## src/rtl/memory_port_arbiter.sv

```systemverilog
`default_nettype none
// ============================================================================
// Module   : memory_port_arbiter
// Purpose  : Round-robin arbiter sharing one 128-bit data-memory port between
//            N_CORES cores. Optional watchdog enabled by ARB_WATCHDOG_EN.
// Revision : 1.0 - initial release
// ============================================================================
module memory_port_arbiter #(
    parameter int N_CORES        = 4,
    parameter int TIMEOUT_CYCLES = 255,
    parameter int ID_W           = $clog2(N_CORES)
) (
    input  logic                   clock,
    input  logic                   async_reset,
    input  logic [N_CORES-1:0]     core_transaction,
    input  logic [N_CORES-1:0]     core_write,
    input  logic [N_CORES*32-1:0]  core_address,
    input  logic [N_CORES*128-1:0] core_write_data,
    input  logic [N_CORES*16-1:0]  core_byte_enablers,
    output logic [N_CORES-1:0]     core_data_ready,
    output logic [127:0]           core_read_data,
    output logic                   mem_valid,
    output logic                   mem_write,
    output logic [31:0]            mem_address,
    output logic [127:0]           mem_write_data,
    output logic [15:0]            mem_byte_enablers,
    input  logic                   mem_done,
    input  logic [127:0]           mem_read_data,
    output logic [ID_W-1:0]        grant_id,
    output logic                   busy
`ifdef ARB_WATCHDOG_EN
    ,
    output logic                   timeout_error
`endif
);

    typedef enum logic [1:0] {
        ST_IDLE    = 2'd0,
        ST_BUSY    = 2'd1,
        ST_RESPOND = 2'd2
    } state_t;

    if (N_CORES < 2 || TIMEOUT_CYCLES < 1) begin : g_param_check
        $error("memory_port_arbiter: N_CORES must be >= 2 and TIMEOUT_CYCLES >= 1");
    end

    state_t             state_q, state_d;
    logic [ID_W-1:0]    rr_pointer_q, rr_pointer_d;
    logic [ID_W-1:0]    grant_id_q, grant_id_d;
    logic               mem_valid_q, mem_valid_d;
    logic               mem_write_q, mem_write_d;
    logic [31:0]        mem_address_q, mem_address_d;
    logic [127:0]       mem_write_data_q, mem_write_data_d;
    logic [15:0]        mem_byte_enablers_q, mem_byte_enablers_d;
    logic [N_CORES-1:0] core_data_ready_q, core_data_ready_d;
    logic [127:0]       core_read_data_q, core_read_data_d;
    logic               busy_q, busy_d;

`ifdef ARB_WATCHDOG_EN
    localparam int CNT_W = ($clog2(TIMEOUT_CYCLES + 1) > 8) ? $clog2(TIMEOUT_CYCLES + 1) : 8;
    logic [CNT_W-1:0]   count_q, count_d;
    logic               timeout_error_q, timeout_error_d;
`endif

    logic               winner_found;
    logic [ID_W-1:0]    winner;
    int                 search_idx;

    // First requester at or after rr_pointer, wrapping around the core list.
    always_comb begin
        winner_found = 1'b0;
        winner       = '0;
        search_idx   = 0;
        for (int i = 0; i < N_CORES; i++) begin
            search_idx = int'(rr_pointer_q) + i;
            if (search_idx >= N_CORES) begin
                search_idx = search_idx - N_CORES;
            end
            if (!winner_found && core_transaction[search_idx]) begin
                winner_found = 1'b1;
                winner       = ID_W'(search_idx);
            end
        end
    end

    always_comb begin
        state_d             = state_q;
        rr_pointer_d        = rr_pointer_q;
        grant_id_d          = grant_id_q;
        mem_write_d         = mem_write_q;
        mem_address_d       = mem_address_q;
        mem_write_data_d    = mem_write_data_q;
        mem_byte_enablers_d = mem_byte_enablers_q;
        core_data_ready_d   = '0;
        core_read_data_d    = core_read_data_q;
`ifdef ARB_WATCHDOG_EN
        count_d             = count_q;
        timeout_error_d     = timeout_error_q;
`endif

        case (state_q)
            ST_IDLE: begin
                if (winner_found) begin
                    grant_id_d          = winner;
                    mem_write_d         = core_write[winner];
                    mem_address_d       = core_address[32*int'(winner) +: 32];
                    mem_write_data_d    = core_write_data[128*int'(winner) +: 128];
                    mem_byte_enablers_d = core_byte_enablers[16*int'(winner) +: 16];
                    state_d             = ST_BUSY;
`ifdef ARB_WATCHDOG_EN
                    count_d             = '0;
`endif
                end
            end
            ST_BUSY: begin
                if (mem_done) begin
                    core_read_data_d              = mem_write_q ? 128'b0 : mem_read_data;
                    core_data_ready_d[grant_id_q] = 1'b1;
                    state_d                       = ST_RESPOND;
                end
`ifdef ARB_WATCHDOG_EN
                else if (count_q + CNT_W'(1) == CNT_W'(TIMEOUT_CYCLES)) begin
                    // Memory never answered: release the core with zero data.
                    core_read_data_d              = 128'b0;
                    core_data_ready_d[grant_id_q] = 1'b1;
                    timeout_error_d               = 1'b1;
                    state_d                       = ST_RESPOND;
                end else begin
                    count_d = count_q + CNT_W'(1);
                end
`endif
            end
            ST_RESPOND: begin
                if (grant_id_q == ID_W'(N_CORES - 1)) begin
                    rr_pointer_d = '0;
                end else begin
                    rr_pointer_d = grant_id_q + ID_W'(1);
                end
                state_d = ST_IDLE;
            end
            default: state_d = ST_IDLE;
        endcase

        mem_valid_d = (state_d == ST_BUSY);
        busy_d      = (state_d != ST_IDLE);
    end

    always_ff @(posedge clock or posedge async_reset) begin
        if (async_reset) begin
            state_q             <= ST_IDLE;
            rr_pointer_q        <= '0;
            grant_id_q          <= '0;
            mem_valid_q         <= 1'b0;
            mem_write_q         <= 1'b0;
            mem_address_q       <= '0;
            mem_write_data_q    <= '0;
            mem_byte_enablers_q <= '0;
            core_data_ready_q   <= '0;
            core_read_data_q    <= '0;
            busy_q              <= 1'b0;
`ifdef ARB_WATCHDOG_EN
            count_q             <= '0;
            timeout_error_q     <= 1'b0;
`endif
        end else begin
            state_q             <= state_d;
            rr_pointer_q        <= rr_pointer_d;
            grant_id_q          <= grant_id_d;
            mem_valid_q         <= mem_valid_d;
            mem_write_q         <= mem_write_d;
            mem_address_q       <= mem_address_d;
            mem_write_data_q    <= mem_write_data_d;
            mem_byte_enablers_q <= mem_byte_enablers_d;
            core_data_ready_q   <= core_data_ready_d;
            core_read_data_q    <= core_read_data_d;
            busy_q              <= busy_d;
`ifdef ARB_WATCHDOG_EN
            count_q             <= count_d;
            timeout_error_q     <= timeout_error_d;
`endif
        end
    end

    assign core_data_ready   = core_data_ready_q;
    assign core_read_data    = core_read_data_q;
    assign mem_valid         = mem_valid_q;
    assign mem_write         = mem_write_q;
    assign mem_address       = mem_address_q;
    assign mem_write_data    = mem_write_data_q;
    assign mem_byte_enablers = mem_byte_enablers_q;
    assign grant_id          = grant_id_q;
    assign busy              = busy_q;
`ifdef ARB_WATCHDOG_EN
    assign timeout_error     = timeout_error_q;
`endif

endmodule
`default_nettype wire

```

## config.mk

```make
export PLATFORM = sky130hd
export DESIGN_NAME = memory_port_arbiter
export DESIGN_NICKNAME = d
export VERILOG_FILES = /design/src/rtl/memory_port_arbiter.sv
export SDC_FILE = /design/constraint.sdc
export NUM_CORES = 1
export LEC_CHECK = 0
export CORE_AREA = 8 8 438 440
export DETAILED_ROUTE_END_ITERATION = 10
export DIE_AREA = 0 0 446 448
export MAX_ROUTING_LAYER = met4
export SYNTH_ARGS = -nofsm -noshare
export SYNTH_HDL_FRONTEND = slang
export SYNTH_SLANG_ARGS = --single-unit
```

## constraint.sdc

```tcl
create_clock -name clock -period 34.9 [get_ports clock]
set_input_delay 6.98 -clock clock [delete_from_list [all_inputs] [get_ports clock]]
set_output_delay 6.98 -clock clock [all_outputs]
set_load 0.005 [all_outputs]
```

**Yosys cells after proc, flatten, opt, wreduce, memory -nomap -nowiden**

Index checks and enable logic that the tools add are counted.

- Mux-type cells: 35
- Shift operators: 3
- Add/sub/neg operators: 8
- Magnitude comparators: 11
- Multiply operators: 0
- Bitwise logic cells: 0
- Reduce and logical (&&, ||, !) cells: 11
- Div/mod/pow operators: 0
- Eq/ne operators: 4

Operators by type and width:

| cell | number |
|---|---|
| $shiftx 512x10->128 | 1 |
| $lt 32x4->1 const B | 4 |
| $mux 128 | 1 |
| $mux 32 | 4 |
| $shiftx 128x8->32 | 1 |
| $shiftx 64x7->16 | 1 |
| $mux 1 | 14 |
| $mux 2 | 7 |
| $sub 3x3->4 const B | 3 |
| $bmux 1 s2 | 5 |
| $ge 3x3->1 const B | 3 |
| $mux 4 | 2 |
| $add 2x2->3 const B | 2 |
| $lt 2x3->1 const B | 2 |
| $eq 2x1->1 const B | 2 |
| $eq 2x2->1 const B | 2 |
| $logic_and 1x1->1 | 4 |
| $pmux 2 s2 | 1 |
| $reduce_and 2->1 | 2 |
| $sub 2x3->4 const B | 1 |
| $add 2x1->3 const B | 1 |
| $ge 2x3->1 const B | 1 |
| $logic_not 1->1 | 3 |
| $add 2x1->2 const B | 1 |
| 4 further kinds | 4 |

- ROM bits: 0
- Bits in registers: 317
- Logic and storage cells: 83
- Bits in latches: 0
- Output and inout bits: 313
- Memories kept: 0
- Input bits: 843
- Memory bits (writable): 0

**Longest topological paths before layout**

Gate-level depths: netlist (run 1).

- Word-level depth: 18
- Depth in mapped cells: 8
- Gate-level depth less buffers: 5

**Worst setup path before layout (run 1)**

No wires, ideal clock.

- Kind: input -> register
- Start point: input port core_transaction[1]
- End point: register mem_write_data_q[16], in the netlist mem_write_data[16]
- Path slack: 26.340 ns
- Data arrival time: 8.412 ns
- Data required time: 34.752 ns
- Path buffers: 2
- Library setup time: 0.148 ns
- Stages: 6
- Cell sequence: or3b_1 o221ai_2 buf_6 clkbuf_1 mux2i_1 o221ai_2

- Longest elaborated chain between the ends: 14
- Elaborated cells between the ends (all ways): 28
- Those cells by class: shift (1); mux (20); reduce/logical (7)

RTL lines:

| item | line | source |
|---|---|---|
| start, declared | 15 | `input logic [N_CORES-1:0] core_transaction,` |
| $bmux 1 s2 | 79 | `if (!winner_found && core_transaction[search_idx]) begin` |
| $mux 1 (implied by the code) (2 in a row) | 79 |  |
| $mux 1 | 79 |  |
| $logic_not 1->1 | 79 |  |
| $logic_and 1x1->1 | 79 |  |
| $mux 1 | 79 |  |
| $logic_not 1->1 | 79 |  |
| $logic_and 1x1->1 | 79 |  |
| $mux 1 | 79 |  |
| $logic_not 1->1 | 79 |  |
| $logic_and 1x1->1 | 79 |  |
| $mux 2 or $mux 1 (tied branches) | 79 |  |
| $shiftx 512x10->128 or $reduce_and 2->1 (tied branches) | n/a |  |
| end signal, assigned | 172 | `mem_write_data_q <= mem_write_data_d;` |
| end, declared | 53 | `logic [127:0] mem_write_data_q, mem_write_data_d;` |

Parallel ways exist; a longest one is shown, timed or not. The select of a mux whose other input is x is not followed.
A chain may end at the register's enable or synchronous reset.

**Final worst setup path (run 1)**

- Start point: input port core_transaction[3]
- End point: register mem_write_data_q[48], in the netlist mem_write_data[48]

Same word-level chain as after synthesis.

==> results of run 1 <==
-- sequential cells by signal, indices dropped and copies added (netlist names) --
name and flops:
mem_write_data 128, core_data_ready 4, mem_address 32, busy 1
state_q 2, mem_valid 1, grant_id 2, rr_pointer_q 2
mem_byte_enablers 16, mem_write 1, core_read_data 128
-- routing by layer --
layer / vias up / share of wire (%) / global-route usage [%]
met5: - / 0 / -
met4: 0 / 3.0 / 4.24
met3: 150 / 14 / 9.27
met2: 814 / 49 / 24.1
met1: 8777 / 34 / 14.1
li1: 8044 / - / -
-- area by class of cell --
class                           instances  area (um^2)  area share (%)
Timing Repair Buffer                 1176        11800            35.4
Clock inverter                         14          179           0.539
Tap cell                             2480         3100            9.35
Inverter                                6         32.5          0.0981
Antenna cell                           56          140           0.422
Clock buffer                           67         1310            3.94
Multi-Input combinational cell       1129         8720            26.3
Sequential cell                       317         7940            23.9
-- kinds of logic after synthesis --
logic type	synth area share, %
AO/OA/AOI/OAI	13.7
AND/OR/NAND/NOR	15.5
adder cells (fa/ha/maj)	0.289
flip-flops	45.8
buffers and inverters	4.12
multiplexers	20.6
-- placed cells by master, fill, tap and decap left out, drive strengths merged, types with 2 or more instances in the layout --
cell	instances
a21oi	3
and2	6
buf	21
bufinv	2
clkbuf	67
clkdlybuf4s50	1155
clkinv	8
clkinvlp	3
dfrtp	317
diode	56
ha	4
inv	7
mux2i	355
nand2	438
nand3b	128
o21ai	4
o221ai	177
o31ai	2
or3	2
-- critical path, delay by kind of cell --
| kind | cells | cell delay [ns] |
|---|---|---|
| buffers and inverters | 3 | 2.09 |
| and+or+nand+nor | 3 | 1.70 |
| AOI/OAI and AO/OA | 1 | 0.22 |
-- power groups by stage --
stage / clock (W) / combinational [W] / sequential, W
finish: 0.000480 / 0.00128 / 0.000654
CTS: 0.000502 / 0.00133 / 0.000656
global placement: 0 / 0.00132 / 0.000654
floorplan: 0 / 0.000490 / 0.000637
global route: 0.000511 / 0.00138 / 0.000675
detailed placement: 0 / 0.00133 / 0.000657
-- through the flow --
stage	total power [W]	instance area, um^2	utilization, %
4_1_cts	0.00249	33000	17.9
5_1_grt	0.00257	33200	18.0
2_1_floorplan	0.00113	17300	-
3_5_place_dp	0.00199	31500	17.1
6_report	0.00242	33200	18.0
3_3_place_gp	0.00198	31500	17.1
-- worst paths after layout --
path | startpoint | end | slack (ns) | cells past startpoint
hold / removal | core_read_data[1]$_DFFE_PP0P_ | core_read_data[1]$_DFFE_PP0P_ | 0.46 | 2
setup / recovery | core_transaction[3] | mem_write_data[48]$_DFFE_PP0P_ | 24.15 | 7
hold reg to reg | core_read_data[1]$_DFFE_PP0P_ | core_read_data[1]$_DFFE_PP0P_ | 0.46 | 2
setup reg to reg | rr_pointer_q[1]$_DFFE_PP0N_ | mem_write_data[48]$_DFFE_PP0P_ | 30.96 | 6
max in group asynchronous | async_reset | mem_write_data[34]$_DFFE_PP0P_ | 25.80 | 4
min in group asynchronous | async_reset | mem_write_data[105]$_DFFE_PP0P_ | 6.87 | 2
==> impl_metrics.csv, run 1 <==
group,metric,value,unit
clocking,root_buffer,"clkbuf_16",
power_and_ir_drop,p_leak,13.8,nW
floorplanning,dieHeight,448,um
sta,finalWorstSetupSlack,24.15,ns
grt,grt-ovfl-total,0,
clocking,cts_resized,0,
routing,drt_iter0_markers,1074,
logic_synthesis,synth_common_cells,"nand2_1, mux2i_1, dfrtp_1",
final_layout,final_cells,5245,
grt,grt_pass1_vias,18800,
final_layout,fill_cells,20500,
routing,first_pass_iters,5,
routing,drc,0,
routing,vias_per_cell,3.39,
power_and_ir_drop,pwr-share-clk,19.8,%
placed_design,pre_cts_slack,23.42,ns
logic_synthesis,netlist.area_leader.share,45.8,%
routing,postRouteAntennaNets,0,
logic_synthesis,synth_area_leaders,"dfrtp_1, mux2i_1, o221ai_2",
routing,vias,17800,
hold_path,hold_class,"flop to flop",
logic_synthesis,synth.most_common_cell,"nand2_1",
clocking,clkTransAtPathRegs,0.06,ns
clocking,numCtsBuffers,45,
grt,antenna_found_initial,88,
sta,finalCriticalPeriod,10.75,ns
sta,clock_skew,0.0341,ns
power_and_ir_drop,p_sw_share,41.8,%
clocking,ctsHoldBuffers,0,
setup_path,crit_slowest_cell,"buf_4",
status,status,"finished clean",
final_layout,layout-drive-gt1-share,8.05,%
logic_synthesis,yosysTopAreaCell,"dfrtp_1",
logic_synthesis,syn-mean-instance-area,10.9,um^2
sta,worstMarginPinSlew,1.15,ns
clocking,cts_sinks,317,
setup_path,critPathMaxStageDelay,0.92,ns
logic_synthesis,synthArstFlopShare,100,%
sta,rsz0062_at_grt,"false",
placed_design,post-place-cells,5108,
clocking,post_cts_buffers,0,
logic_synthesis,ys_seq_elements,317,
power_and_ir_drop,internal_power,0.00141,W
clocking,cts_max_path_buffers,3,
power_and_ir_drop,seq_power_share,27.1,%
clocking,cts_max_level,2,
logic_synthesis,mappedNetlistArea,17300,um^2
logic_synthesis,syn_nets,2440,
routing,drt-total-wl,151000,um
sta,max_clock_freq,93.0,MHz
routing,route.detailed.wl_per_inst,28.7,um
floorplanning,die_area,200000,um^2
setup_path,cp_max_fo,55,
sta,hold_violations,0,
logic_synthesis,synth-main-ff-cell,"dfrtp_1",
flow_run,cap_violations,0,
sta,drv_slew,0,
placed_design,portBuffers,1155,
grt,grt_max_degree,129,
clocking,clk_latency,0.67,ns
setup_path,critPathLaunchType,"input pin",
power_and_ir_drop,power.switching,0.00101,W
setup_path,worst-setup-path-type,"input pin to flop",
grt,grt_pass1_wl,190000,um
logic_synthesis,synthCells,1593,
power_and_ir_drop,combPwrFrac,53.1,%
placed_design,place.gp.congestion,0.956,
sta,final.setup.tns,0,ns
setup_path,crit_arrival,11.24,ns
sta,timing.hold.ws,0.460,ns
power_and_ir_drop,ir_drop,0.0509,mV
floorplanning,core_area,185000,um^2
setup_path,cp_data_required_time,35.38,ns
logic_synthesis,ys_seq_area_share,45.8,%
sta,fin_crit_sh,30.8,%
logic_synthesis,synth_warnings,0,
clocking,cts_tree,"yes",
logic_synthesis,ys_types,29,
floorplanning,ioPinCount,1156,
floorplanning,die_w,446,um
sta,slew_headroom,23.3,%
floorplanning,row_count,158,
grt,grt_usage,14.6,%
setup_path,crit_path_end_kind,"flop",
final_layout,area_delta_synth_final,91.4,%
sta,finalSetupViolCount,0,
placed_design,dpl.hpwl,129000,um
logic_synthesis,synth_edf_count,0,
setup_path,path_cells,"clkdlybuf4s50_1 > nor4_1 > or3_4 > or3_4 > buf_4 > buf_4 > o221ai_2",
power_and_ir_drop,power_density,72.8,nW/um^2
final_layout,layout.nets,3522,
floorplanning,initial_utilization,9.39,%
Note: power is estimated with default switching activity, not from simulation.
==> run 2, diff against run 1 <==
Settings changed: CORE_AREA 8 8 438 440 to 8 8 449 451, DIE_AREA 0 0 446 448 to 0 0 457 459.
Clock period 34.9 ns to 11.05 ns, I/O delays scaled along.
==> impl_metrics.csv, run 2 (synthesis results as in run 1) <==
group,metric,value,unit
floorplanning,die_w,457,um
setup_path,path_buf_inv,3,
routing,route.detailed.wl_per_inst,30.9,um
grt,grt_pass1_vias,19000,
final_layout,layout-drive-gt1-share,8.21,%
sta,fin_crit_sh,48.5,%
final_layout,multi_input_area,8720,um^2
clocking,numCtsBuffers,45,
final_layout,fill_cells,21600,
placed_design,portBuffers,1155,
clocking,cts_resized,0,
clocking,post_cts_buffers,0,
grt,met1_usage,16.2,%
flow_run,cap_violations,0,
status,status,"finished clean",
floorplanning,initial_utilization,8.92,%
power_and_ir_drop,power.switching,0.00334,W
setup_path,critPathMaxStageDelay,0.80,ns
setup_path,r2r_setup_slack,7.53,ns
placed_design,dpl.hpwl,143000,um
grt,grt_usage,15.4,%
power_and_ir_drop,internal_power,0.00444,W
power_and_ir_drop,pwr-share-clk,19.6,%
setup_path,ff2ff_path_depth,6,
clocking,cts_tree,"yes",
hold_path,hold_end,"core_read_data[47]$_DFFE_PP0P_",
grt,antenna_found_initial,127,
setup_path,cp_max_fo,47,
routing,vias,18000,
final_layout,final_util,17.2,%
power_and_ir_drop,seq_power_share,26.8,%
power_and_ir_drop,p_leak,13.8,nW
clocking,cts_sinks,317,
floorplanning,row_count,162,
setup_path,critPathLaunchType,"input pin",
hold_path,whs_path_depth,2,
clocking,clkTransAtPathRegs,0.06,ns
setup_path,crit_family,"buffers and inverters",
sta,rsz0062_at_grt,"false",
routing,postRouteAntennaNets,0,
floorplanning,die_area,210000,um^2
sta,max_clock_freq,186,MHz
sta,finalCriticalPeriod,5.36,ns
grt,busiest_layer,"met2",
setup_path,cp_data_required_time,11.54,ns
sta,slew_headroom,23.4,%
clocking,cts_max_level,2,
final_layout,final_common_cell,"clkdlybuf4s50_1",
hold_path,hold_class,"flop to flop",
final_layout,layout.nets,3526,
sta,clock_skew,0.0258,ns
final_layout,final_cell_mix,"clkdlybuf4s50_1, nand2_1, mux2i_1",
setup_path,worst-setup-path-type,"input pin to flop",
floorplanning,ioPinCount,1156,
clocking,cts_max_path_buffers,3,
setup_path,crit_slowest_cell,"buf_4",
final_layout,area_delta_synth_final,92.5,%
power_and_ir_drop,p_sw_share,42.9,%
routing,first_pass_iters,6,
setup_path,r2r_start,"rr_pointer_q[1]$_DFFE_PP0N_",
floorplanning,dieHeight,459,um
hold_path,worstHoldStart,"core_read_data[47]$_DFFE_PP0P_",
power_and_ir_drop,power_density,233,nW/um^2
clocking,clk_latency,0.67,ns
final_layout,seqCellArea,7940,um^2
sta,final.setup.tns,0,ns
setup_path,crit_arrival,5.85,ns
sta,hold_violations,0,
routing,vias_per_cell,3.38,
grt,grt_pass1_wl,207000,um
routing,drc,0,
routing,drt-total-wl,165000,um
placed_design,place.gp.congestion,0.949,
power_and_ir_drop,combPwrFrac,53.7,%
sta,finalSetupViolCount,0,
grt,gr-usage-met3,8.60,%
sta,worstMarginPinSlew,1.15,ns
sta,drv_slew,0,
clocking,ctsHoldBuffers,0,
grt,grt-ovfl-total,0,
setup_path,timing.rr.end,"mem_write_data[55]$_DFFE_PP0P_",
clocking,root_buffer,"clkbuf_16",
setup_path,crit_path_end_kind,"flop",
routing,drt_iter0_markers,1044,
grt,grt_max_degree,138,
setup_path,path_cells,"clkdlybuf4s50_1 > nor4_1 > or3_4 > or3_4 > buf_4 > buf_4 > o221ai_2",
power_and_ir_drop,ir_drop,0.148,mV
grt,met2_usage,25.4,%
floorplanning,core_area,194000,um^2
[run 2: cell types whose count changed in the layout (fill, tap and decap cells not counted)]
cell and change:
diode_2 +22, buf_4 +3, clkbuf_8 +3, clkinv_2 -2
buf_12 +1, bufinv_16 -1, clkbuf_1 +1, clkinvlp_4 +1
[run 2: power groups by stage]
| stage | clock network [W] | logic [W] | registers [W] |
|---|---|---|---|
| 2_1_floorplan | 0 | 0.00155 | 0.00201 |
| 5_1_grt | 0.00162 | 0.00447 | 0.00215 |
| 4_1_cts | 0.00160 | 0.00436 | 0.00209 |
| 6_report | 0.00152 | 0.00418 | 0.00208 |
| 3_3_place_gp | 0 | 0.00433 | 0.00209 |
| 3_5_place_dp | 0 | 0.00434 | 0.00210 |
[run 2: per-stage QoR]
stage               instance area, um^2  power [W]  worst slack [ns]  cells  hold WS, ns
floorplan                         17300    0.00356            0.0688   1593        0.463
global placement                  31700    0.00642              5.07   5174        0.449
detailed placement                31700    0.00644              5.05   5174        0.457
CTS                               33200    0.00805              5.77   5257        0.467
global route                      33400    0.00824              5.57   5330        0.491
finish                            33400    0.00778              5.69   5335        0.462
[run 2: how the worst max path moves through the flow]
stage | start | to | cells after the start
2_1_floorplan | async_reset | busy$_DFF_PP0_ | 1
3_3_place_gp | core_transaction[3] | mem_write_data[58]$_DFFE_PP0P_ | 7
3_5_place_dp | core_transaction[3] | mem_write_data[54]$_DFFE_PP0P_ | 7
4_1_cts | core_transaction[3] | mem_write_data[47]$_DFFE_PP0P_ | 7
5_1_grt | core_transaction[3] | mem_write_data[47]$_DFFE_PP0P_ | 7
6_report | core_transaction[3] | mem_write_data[50]$_DFFE_PP0P_ | 7
[run 2: worst reg2reg max path: stages (launching register included)]
cell      delay (ns)
dfrtp_1         0.45
mux2i_1         0.20
o221ai_4        0.59
buf_12          0.54
buf_4           1.07
mux2i_1         0.40
o221ai_2        0.13
[run 2: final cells by class]
| type | instances | share of cell area, % |
|---|---|---|
| multi-input combinational | 1129 | 26.1 |
| clock inverter | 12 | 0.439 |
| sequential | 317 | 23.8 |
| tap | 2542 | 9.53 |
| inverter | 6 | 0.0975 |
| timing repair buffer | 1180 | 35.4 |
| antenna | 78 | 0.585 |
| clock buffer | 71 | 4.06 |
[run 2: metal layers]
metal  share of wire (%)  routed length [um]  vias to the layer above
met5                   0                   0                        -
met4                 1.9                3080                        0
met3                  13               21400                      134
met2                  48               79000                     1004
met1                  37               61600                     8805
li1                    -                   -                     8080
==> run 3, diff against run 2 <==
Clock period 11.05 ns to 5.55 ns, I/O delays scaled along.
==> impl_metrics.csv, run 3 (synthesis results as in run 1) <==
group,metric,value,unit
clocking,cts_max_path_buffers,3,
sta,worstMarginPinSlew,1.12,ns
clocking,cts_tree,"yes",
routing,vias_per_cell,3.41,
floorplanning,row_count,162,
grt,antenna_found_initial,118,
clocking,clk_latency,0.65,ns
routing,drc,0,
floorplanning,die_area,210000,um^2
routing,postRouteAntennaNets,0,
grt,grt_max_degree,128,
grt,grt_usage,15.3,%
clocking,cts_sinks,317,
final_layout,layout-drive-gt1-share,8.83,%
hold_path,whs_path_depth,2,
floorplanning,core_area,194000,um^2
placed_design,portBuffers,1155,
setup_path,r2r_start,"rr_pointer_q[1]$_DFFE_PP0N_",
sta,clock_skew,0.0464,ns
clocking,post_cts_buffers,0,
sta,hold_violations,0,
power_and_ir_drop,p_leak,14.0,nW
clocking,clkTransAtPathRegs,0.06,ns
placed_design,place.gp.congestion,0.972,
flow_run,cap_violations,0,
setup_path,worst-setup-path-type,"input pin to flop",
clocking,ctsHoldBuffers,0,
setup_path,cp_max_fo,96,
floorplanning,die_w,457,um
clocking,numCtsBuffers,47,
hold_path,hold_class,"flop to flop",
clocking,cts_max_level,2,
sta,fin_crit_sh,62.6,%
sta,drv_slew,0,
sta,rsz0062_at_grt,"false",
sta,slew_headroom,24.9,%
routing,drt-total-wl,165000,um
status,status,"finished clean",
setup_path,path_cells,"clkdlybuf4s50_1 > mux2i_1 > o221ai_4 > buf_4 > buf_12 > mux2i_1 > o221ai_1",
final_layout,final_cell_mix,"clkdlybuf4s50_1, nand2_1, mux2i_1",
setup_path,crit_path_end_kind,"flop",
grt,grt_pass1_wl,208000,um
grt,grt-ovfl-total,0,
floorplanning,initial_utilization,8.92,%
setup_path,crit_arrival,3.96,ns
clocking,cts_resized,0,
setup_path,ff2ff_path_depth,6,
routing,drt_iter0_markers,1193,
floorplanning,ioPinCount,1156,
final_layout,layout.nets,3540,
clocking,root_buffer,"clkbuf_16",
floorplanning,dieHeight,459,um
sta,finalSetupViolCount,0,
routing,first_pass_iters,5,
routing,vias,18200,
power_and_ir_drop,ir_drop,0.235,mV
power_and_ir_drop,finalPower,0.0157,W
power_and_ir_drop,power_density,466,nW/um^2
final_layout,area_delta_synth_final,94.2,%
setup_path,critPathLaunchType,"input pin",
setup_path,crit_slowest_cell,"o221ai_4",
sta,max_clock_freq,288,MHz
final_layout,final_common_cell,"clkdlybuf4s50_1",
sta,finalCriticalPeriod,3.48,ns
setup_path,cp_data_required_time,6.04,ns
hold_path,worstHoldStart,"core_read_data[10]$_DFFE_PP0P_",
sta,final.setup.tns,0,ns
placed_design,dpl.hpwl,142000,um
setup_path,critPathMaxStageDelay,0.61,ns
setup_path,crit_start,"core_transaction[2]",
setup_path,cp_common_cell,"mux2i_1",
routing,route.detailed.wl_per_inst,30.8,um
grt,grt_pass1_vias,19400,
## run 3: cell types whose count changed in the layout (fill, tap and decap cells not counted), moves of 2 or more
cell,before,now
buf_4,21,23
clkbuf_16,45,47
clkinv_2,4,9
clkbuf_1,13,10
bufinv_16,1,6
buf_12,4,14
diode_2,78,65
clkbuf_8,13,7
## run 3: cell type report
type,instances,area (um^2)
Sequential cell,317,7940
Fill cell,21600,161000
Antenna cell,65,163
Clock buffer,64,1310
Clock inverter,22,298
Multi-Input combinational cell,1129,8720
Timing Repair Buffer,1192,12000
Inverter,6,28.8
Tap cell,2542,3180
## run 3: final timing paths
path | end | slack, ns
max in group asynchronous | core_read_data[101]$_DFFE_PP0P_ | 3.39
hold reg to reg | core_read_data[10]$_DFFE_PP0P_ | 0.46
hold / removal | core_read_data[10]$_DFFE_PP0P_ | 0.46
setup / recovery | mem_write_data[127]$_DFFE_PP0P_ | 2.07
setup reg to reg | mem_write_data[127]$_DFFE_PP0P_ | 2.59
min in group asynchronous | mem_write_data[98]$_DFFE_PP0P_ | 0.88
## run 3: per-layer routing
layer	track usage [%]	part of all wire, %	up-vias	routed length [um]
li1	-	-	8096	-
met1	17.2	40	8877	65600
met2	25.0	47	1062	77800
met3	7.58	11	145	18800
met4	2.69	1.4	0	2320
met5	-	0	-	0
## run 3: through the flow
stage	hold slack [ns]	std cells	area, um^2	utilization (%)	setup WS [ns]
floorplan	0.463	1593	17300	-	0.215
global placement	0.449	5186	31900	16.4	1.53
detailed placement	0.456	5186	31900	16.4	1.44
CTS	0.469	5272	33500	17.2	2.16
global route	0.488	5332	33600	17.3	2.01
finish	0.463	5337	33600	17.3	2.07
## run 3: worst max-delay path, delay by kind of cell
family | cells | cell delay (ns)
mux | 2 | 0.47
compound gates | 2 | 0.76
buf+inv | 3 | 1.39
## run 3: where the power goes
group / total [W] / switching, W / internal (W)
combinational: 0.00829 / 0.00449 / 0.00381
sequential: 0.00417 / 0.000813 / 0.00336
clock: 0.00322 / 0.00129 / 0.00193
total: 0.0157 / 0.00659 / 0.00910
